==> config.mk <==
export PLATFORM = sky130hd
export DESIGN_NAME = mxv_result_tx
export DESIGN_NICKNAME = d
export VERILOG_FILES = /design/src/rtl/mxv_result_tx.sv
export SDC_FILE = /design/constraint.sdc
export NUM_CORES = 1
export LEC_CHECK = 0
export CORE_MARGIN = 1
export CORE_UTILIZATION = 31
export CTS_CLUSTER_SIZE = 25
export DETAILED_ROUTE_END_ITERATION = 8
export GPL_ROUTABILITY_DRIVEN = 0
export GPL_TIMING_DRIVEN = 0
export SLEW_MARGIN = 20
export SYNTH_ARGS = -nofsm -noshare
export SYNTH_HDL_FRONTEND = slang
export SYNTH_SLANG_ARGS = --single-unit
==> constraint.sdc <==
create_clock -name clk -period 2.9 [get_ports clk]
set_clock_uncertainty 0.2 [all_clocks]
set_input_delay 0.58 -clock clk [delete_from_list [all_inputs] [get_ports clk]]
set_output_delay 0.58 -clock clk [all_outputs]
set_load 0.02 [all_outputs]
==> src/rtl/mxv_result_tx.sv <==
// Reply framer: latches a result vector and streams SOF, LEN, CMD, payload, [CHK], EOF to a UART byte port.
// Optional checksum byte before EOF when MXV_TX_CHECKSUM_EN is defined.
module mxv_result_tx #(
    parameter int          N_MAX     = 8,
    parameter int          RES_BYTES = 2,
    parameter logic [7:0]  CMD_CODE  = 8'h04,
    parameter logic [7:0]  SOF_BYTE  = 8'hFE,
    parameter logic [7:0]  EOF_BYTE  = 8'hEF
) (
    input  logic                           clk,
    input  logic                           rst_n,
    input  logic                           start_i,
    input  logic [3:0]                     vec_n_i,
    input  logic [N_MAX*8*RES_BYTES-1:0]   results_i,
    output logic [7:0]                     tx_data_o,
    output logic                           tx_send_o,
    input  logic                           tx_done_i,
    output logic                           busy_o,
    output logic                           done_o
);

    localparam int RES_W = 8 * RES_BYTES;
    localparam int NB    = N_MAX * RES_BYTES;
    localparam int IDXW  = (NB > 1) ? $clog2(NB) : 1;

    typedef enum logic [1:0] {S_IDLE, S_LOAD, S_WAIT, S_FINISH} state_t;
    typedef enum logic [2:0] {
        PH_SOF, PH_LEN, PH_CMD, PH_PAY,
`ifdef MXV_TX_CHECKSUM_EN
        PH_CHK,
`endif
        PH_EOF
    } phase_t;

`ifdef MXV_TX_CHECKSUM_EN
    localparam phase_t PH_TAIL = PH_CHK;
`else
    localparam phase_t PH_TAIL = PH_EOF;
`endif

    state_t            state_q, state_d;
    phase_t            phase_q, phase_d;
    logic [IDXW-1:0]   idx_q, idx_d;
    logic [3:0]        n_q, n_d;
    logic [7:0]        pay_q [NB];
    logic [7:0]        len_w;
    logic [IDXW-1:0]   last_idx;
    logic [7:0]        cur_byte;
    logic              capture;
`ifdef MXV_TX_CHECKSUM_EN
    logic [7:0]        chk_q, chk_d;
`endif

    assign capture  = (state_q == S_IDLE) && start_i;
    assign len_w    = 8'(n_q) * 8'(RES_BYTES);
    assign last_idx = IDXW'(len_w - 8'd1);

    // Shadow copy held per payload byte, already in wire order (result 0 first, MSB byte first).
    for (genvar gi = 0; gi < N_MAX; gi++) begin : g_res
        for (genvar gj = 0; gj < RES_BYTES; gj++) begin : g_byte
            always_ff @(posedge clk or negedge rst_n) begin
                if (!rst_n) begin
                    pay_q[gi*RES_BYTES+gj] <= 8'h00;
                end else if (capture) begin
                    pay_q[gi*RES_BYTES+gj] <= results_i[gi*RES_W + (RES_BYTES-1-gj)*8 +: 8];
                end
            end
        end
    end

    always_ff @(posedge clk or negedge rst_n) begin
        if (!rst_n) begin
            state_q <= S_IDLE;
            phase_q <= PH_SOF;
            idx_q   <= '0;
            n_q     <= '0;
`ifdef MXV_TX_CHECKSUM_EN
            chk_q   <= 8'h00;
`endif
        end else begin
            state_q <= state_d;
            phase_q <= phase_d;
            idx_q   <= idx_d;
            n_q     <= n_d;
`ifdef MXV_TX_CHECKSUM_EN
            chk_q   <= chk_d;
`endif
        end
    end

    always_comb begin
        cur_byte = 8'h00;
        case (phase_q)
            PH_SOF:  cur_byte = SOF_BYTE;
            PH_LEN:  cur_byte = len_w;
            PH_CMD:  cur_byte = CMD_CODE;
            PH_PAY:  cur_byte = pay_q[idx_q];
`ifdef MXV_TX_CHECKSUM_EN
            PH_CHK:  cur_byte = chk_q;
`endif
            PH_EOF:  cur_byte = EOF_BYTE;
            default: cur_byte = 8'h00;
        endcase
    end

    always_comb begin
        state_d = state_q;
        phase_d = phase_q;
        idx_d   = idx_q;
        n_d     = n_q;
`ifdef MXV_TX_CHECKSUM_EN
        chk_d   = chk_q;
`endif
        case (state_q)
            S_IDLE: begin
                if (start_i) begin
                    state_d = S_LOAD;
                    phase_d = PH_SOF;
                    idx_d   = '0;
                    n_d     = (vec_n_i > 4'(N_MAX)) ? 4'(N_MAX) : vec_n_i;
`ifdef MXV_TX_CHECKSUM_EN
                    chk_d   = 8'h00;
`endif
                end
            end
            S_LOAD: state_d = S_WAIT;
            S_WAIT: begin
                if (tx_done_i) begin
                    state_d = S_LOAD;
`ifdef MXV_TX_CHECKSUM_EN
                    if (phase_q == PH_LEN || phase_q == PH_CMD || phase_q == PH_PAY)
                        chk_d = chk_q ^ cur_byte;
`endif
                    case (phase_q)
                        PH_SOF: phase_d = PH_LEN;
                        PH_LEN: phase_d = PH_CMD;
                        PH_CMD: phase_d = (n_q != 4'd0) ? PH_PAY : PH_TAIL;
                        PH_PAY: begin
                            if (idx_q == last_idx) phase_d = PH_TAIL;
                            else                   idx_d   = idx_q + 1'b1;
                        end
                        PH_EOF: state_d = S_FINISH;
                        default: phase_d = PH_EOF;
                    endcase
                end
            end
            S_FINISH: state_d = S_IDLE;
            default:  state_d = S_IDLE;
        endcase
    end

    always_comb begin
        tx_data_o = 8'h00;
        tx_send_o = 1'b0;
        busy_o    = 1'b0;
        done_o    = 1'b0;
        case (state_q)
            S_LOAD: begin
                tx_data_o = cur_byte;
                tx_send_o = 1'b1;
                busy_o    = 1'b1;
            end
            S_WAIT: begin
                tx_data_o = cur_byte;
                busy_o    = 1'b1;
            end
            S_FINISH: begin
                busy_o = 1'b1;
                done_o = 1'b1;
            end
            default: ;
        endcase
    end

endmodule

==> results.yml <==
sta:
  grt_setup_unrepaired: "true"
  setup_tns_ps: -2040
  timing.final.crit_share: 1.10
  slew-limit-headroom: 0.446
  finalWorstPathRequiredPeriod_ps: 3190
  hold_viol_final: 0
  report.final.setup_viol: 8
  fmax_mhz: 314
  final_worst_path_setup_slack_ps: -286
  timing.final.max_slew_violations: 0
  worst_slew_pin_slew_ps: 832
clock_tree:
  cts_tree: "yes"
  clk_transition_reported_paths_ps: 60
  cts-root-to-sink-buffers: 2
  numCtsBuffers: 17
  clockRootBuffer: "clkbuf_16"
  clkLatencyLatePin_ps: 420
  clk_sink_count: 141
  cts.htree.levels: 4
floorplan:
  floorplan.io_pins: 147
  die_y_um: 148
  start_util: 0.315
  num_rows: 53
  floorplan.die_area_sq_um: 21900
  die-width_um: 148
  core_sq_um: 21000
final_layout:
  drive_gt1_frac: 0.393
  nets: 769
  antennaDiodeCount: 0
  area_delta_synth_final_pct: 42.1
  fillCellCount: 1900
  most_used_cells_in_the_layout_excluding_fill_and_tap_cells: "dfrtp_1 (141), clkdlybuf4s50_1 (137), mux2_2 (130), mux4_2 (32)"
  most_frequent_standard_cell_in_the_layout_excluding_fill_and_tap_cells: "dfrtp_1"
power:
  cellLeakagePower_nw: 3.77
  max-vdd-ir-drop_uv: 435
  power.density_cell_area_nw_per_um2: 954
synthesis:
  synth_flop_cell: "dfrtp_1"
  ys.warnings.count: 0
  ys_ff_latch: 141
  synth.cell_area_sq_um: 6600
  synth_enable_flop_cells: 0
  synth-seq-area-share: 0.534
  synthDistinctLibCells: 40
  post_synth_inst_count: 447
  synth.area.mux_share: 0.331
  postSynthNetCount: 591
  syn_area_per_cell_sq_um: 14.8
  synthAdderAreaFrac: 0.0152
  synth_compound_gate_area_share: 0.0550
  post_synth_and_or_nand_nor_area_fraction: 0.0309
  synth_top_family_by_area: "multiplexers"
  synth_xor_xnor_area_share: 0.00891
  ys_async_sr_fraction: 1.00
global_route:
  gr-total-overflow: 0
  grt_pass1_wl_um: 28800
  grt_pass1_vias: 4984
  grt_start_max_net_pins: 100
  grt_use_total: 0.180
  antenna_found_initial: 0
worst_setup_path:
  worst_ep_arrival_time_ps: 2410
  timing.critical_path.to_type: "output pin"
  critPathRequiredTime_ps: 2120
  critical_path.reg2reg.endpoint: "pay_q[19]"
  critical_path_class: "flop to output pin"
  rr_worst_depth: 6
  ff2ff_setup_slack_ps: 220
  worst_setup_path_start_kind: "flop"
  biggest_fanout_along_the_worst_timing_path: 8
  rr_startpoint: "state_q[0]"
place:
  dp_worst_setup_slack_ps: -1190
  detailed_place_hpwl_um: 13400
  io_buffer_count: 146
min_path:
  worstHoldEndpoint: "pay_q[35]"
  hold-path-cell-count: 1
  hold_class: "flop to flop"
  hold_path_startpoint: "pay_q[35]"
route:
  drt.antenna.violating_nets: 0
  post_drt_wl_per_cell_um: 20.4
  vias_per_cell: 4.90
  dr_vias: 4476
  detail_route.first_pass.iterations: 4
  detailedRoute.firstIterationViolations: 162
  routed_wl_um: 18600
  drcViolationCount: 0
flow_run:
  cap_viol_max_count: 0
run_status:
  run_status: "finished, violations left"
  failed_checks: "negative setup slack"
[synthesized netlist by cell type, types with 4 or more instances]
cell type / n / area [sq um]
clkbuf_1: 25 / 93.8
nor2_1: 13 / 48.8
nand2_1: 9 / 33.8
mux2_2: 130 / 1460
inv_1: 11 / 41.3
mux4_2: 32 / 721
a22oi_1: 10 / 75.1
buf_2: 4 / 20.0
dfrtp_1: 141 / 3530
ha_1: 8 / 100
nand2b_1: 4 / 25.0
a21oi_1: 6 / 30.0
a22o_1: 9 / 78.8
o21ai_0: 9 / 45.0
[power by group]
| part | internal [mW] | total [mW] | switching (mW) |
|---|---|---|---|
| clock | 1.29 | 2.16 | 0.872 |
| combinational | 1.90 | 3.34 | 1.44 |
| sequential | 2.95 | 3.44 | 0.495 |
| total | 6.14 | 8.95 | 2.81 |
[how the worst max path moves through the flow]
stage                     slack (ps)            to  cells past startpoint      from
after floorplan                  170  tx_data_o[3]                      6  idx_q[0]
after global placement         -4450     pay_q[48]                      1     rst_n
after detailed placement       -1190  tx_data_o[4]                      7  idx_q[1]
after CTS                       -290  tx_data_o[4]                      7  idx_q[0]
after global routing            -360  tx_data_o[7]                      8  idx_q[0]
final                           -290  tx_data_o[0]                      7  idx_q[0]
[kinds of logic after synthesis]
family	Yosys count
DFF	141
adders and majority gates	8
buffers and inverters	42
xor gates and xnor gates	5
and+or+nand+nor	41
AOI/OAI and AO/OA	48
muxes	162
[final cells by class]
class,instances,area (sq um),area share
Buffer,30,229,0.0244
Clock buffer,19,443,0.0472
Clock inverter,13,141,0.0151
Inverter,11,41.3,0.00440
Multi-Input combinational cell,264,2990,0.319
Sequential cell,141,3530,0.376
Tap cell,275,344,0.0367
Timing Repair Buffer,160,1660,0.177
[registers in the layout, indices dropped and copies added, names as in the netlist]
name and count:
state_q 2, idx_q 4, phase_q 3, pay_q 128, n_q 4
[critical path, cell delays in order (launching register included)]
cell     delay, ps
dfrtp_1        400
buf_12         180
buf_12         160
mux4_2         570
a22oi_2        200
a21oi_2         90
a31o_2         250
buf_6          130
[per-stage QoR]
| stage | utilization | hold slack [ps] | std cells | power (mW) | area [sq um] |
|---|---|---|---|---|---|
| 2_1_floorplan | - | 84.4 | 447 | 5.51 | 6600 |
| 3_3_place_gp | 0.401 | 282 | 868 | 6.55 | 8410 |
| 3_5_place_dp | 0.403 | 291 | 869 | 6.73 | 8440 |
| 4_1_cts | 0.446 | 305 | 911 | 8.97 | 9340 |
| 5_1_grt | 0.448 | 319 | 913 | 9.46 | 9380 |
| 6_report | 0.448 | 301 | 913 | 8.95 | 9380 |
[routing by layer]
layer  up-vias  routed length (um)  track usage
met5         -                   0            0
met4         0                 345       0.0619
met3        20                 831       0.0404
met2       119                9230        0.297
met1      2321                8240        0.233
li1       2016                   -            -
[what timing repair did]
action                     in CTS  in global routing
resized for setup             101                 11
gates cloned                    2                  0
pin swaps                      14                  7
hold endpoints to repair       42                  0
hold buffers                    1                  0
setup endpoints to repair      41                 28
buffers inserted                8                  2
Power figures use the tool's default switching activity.
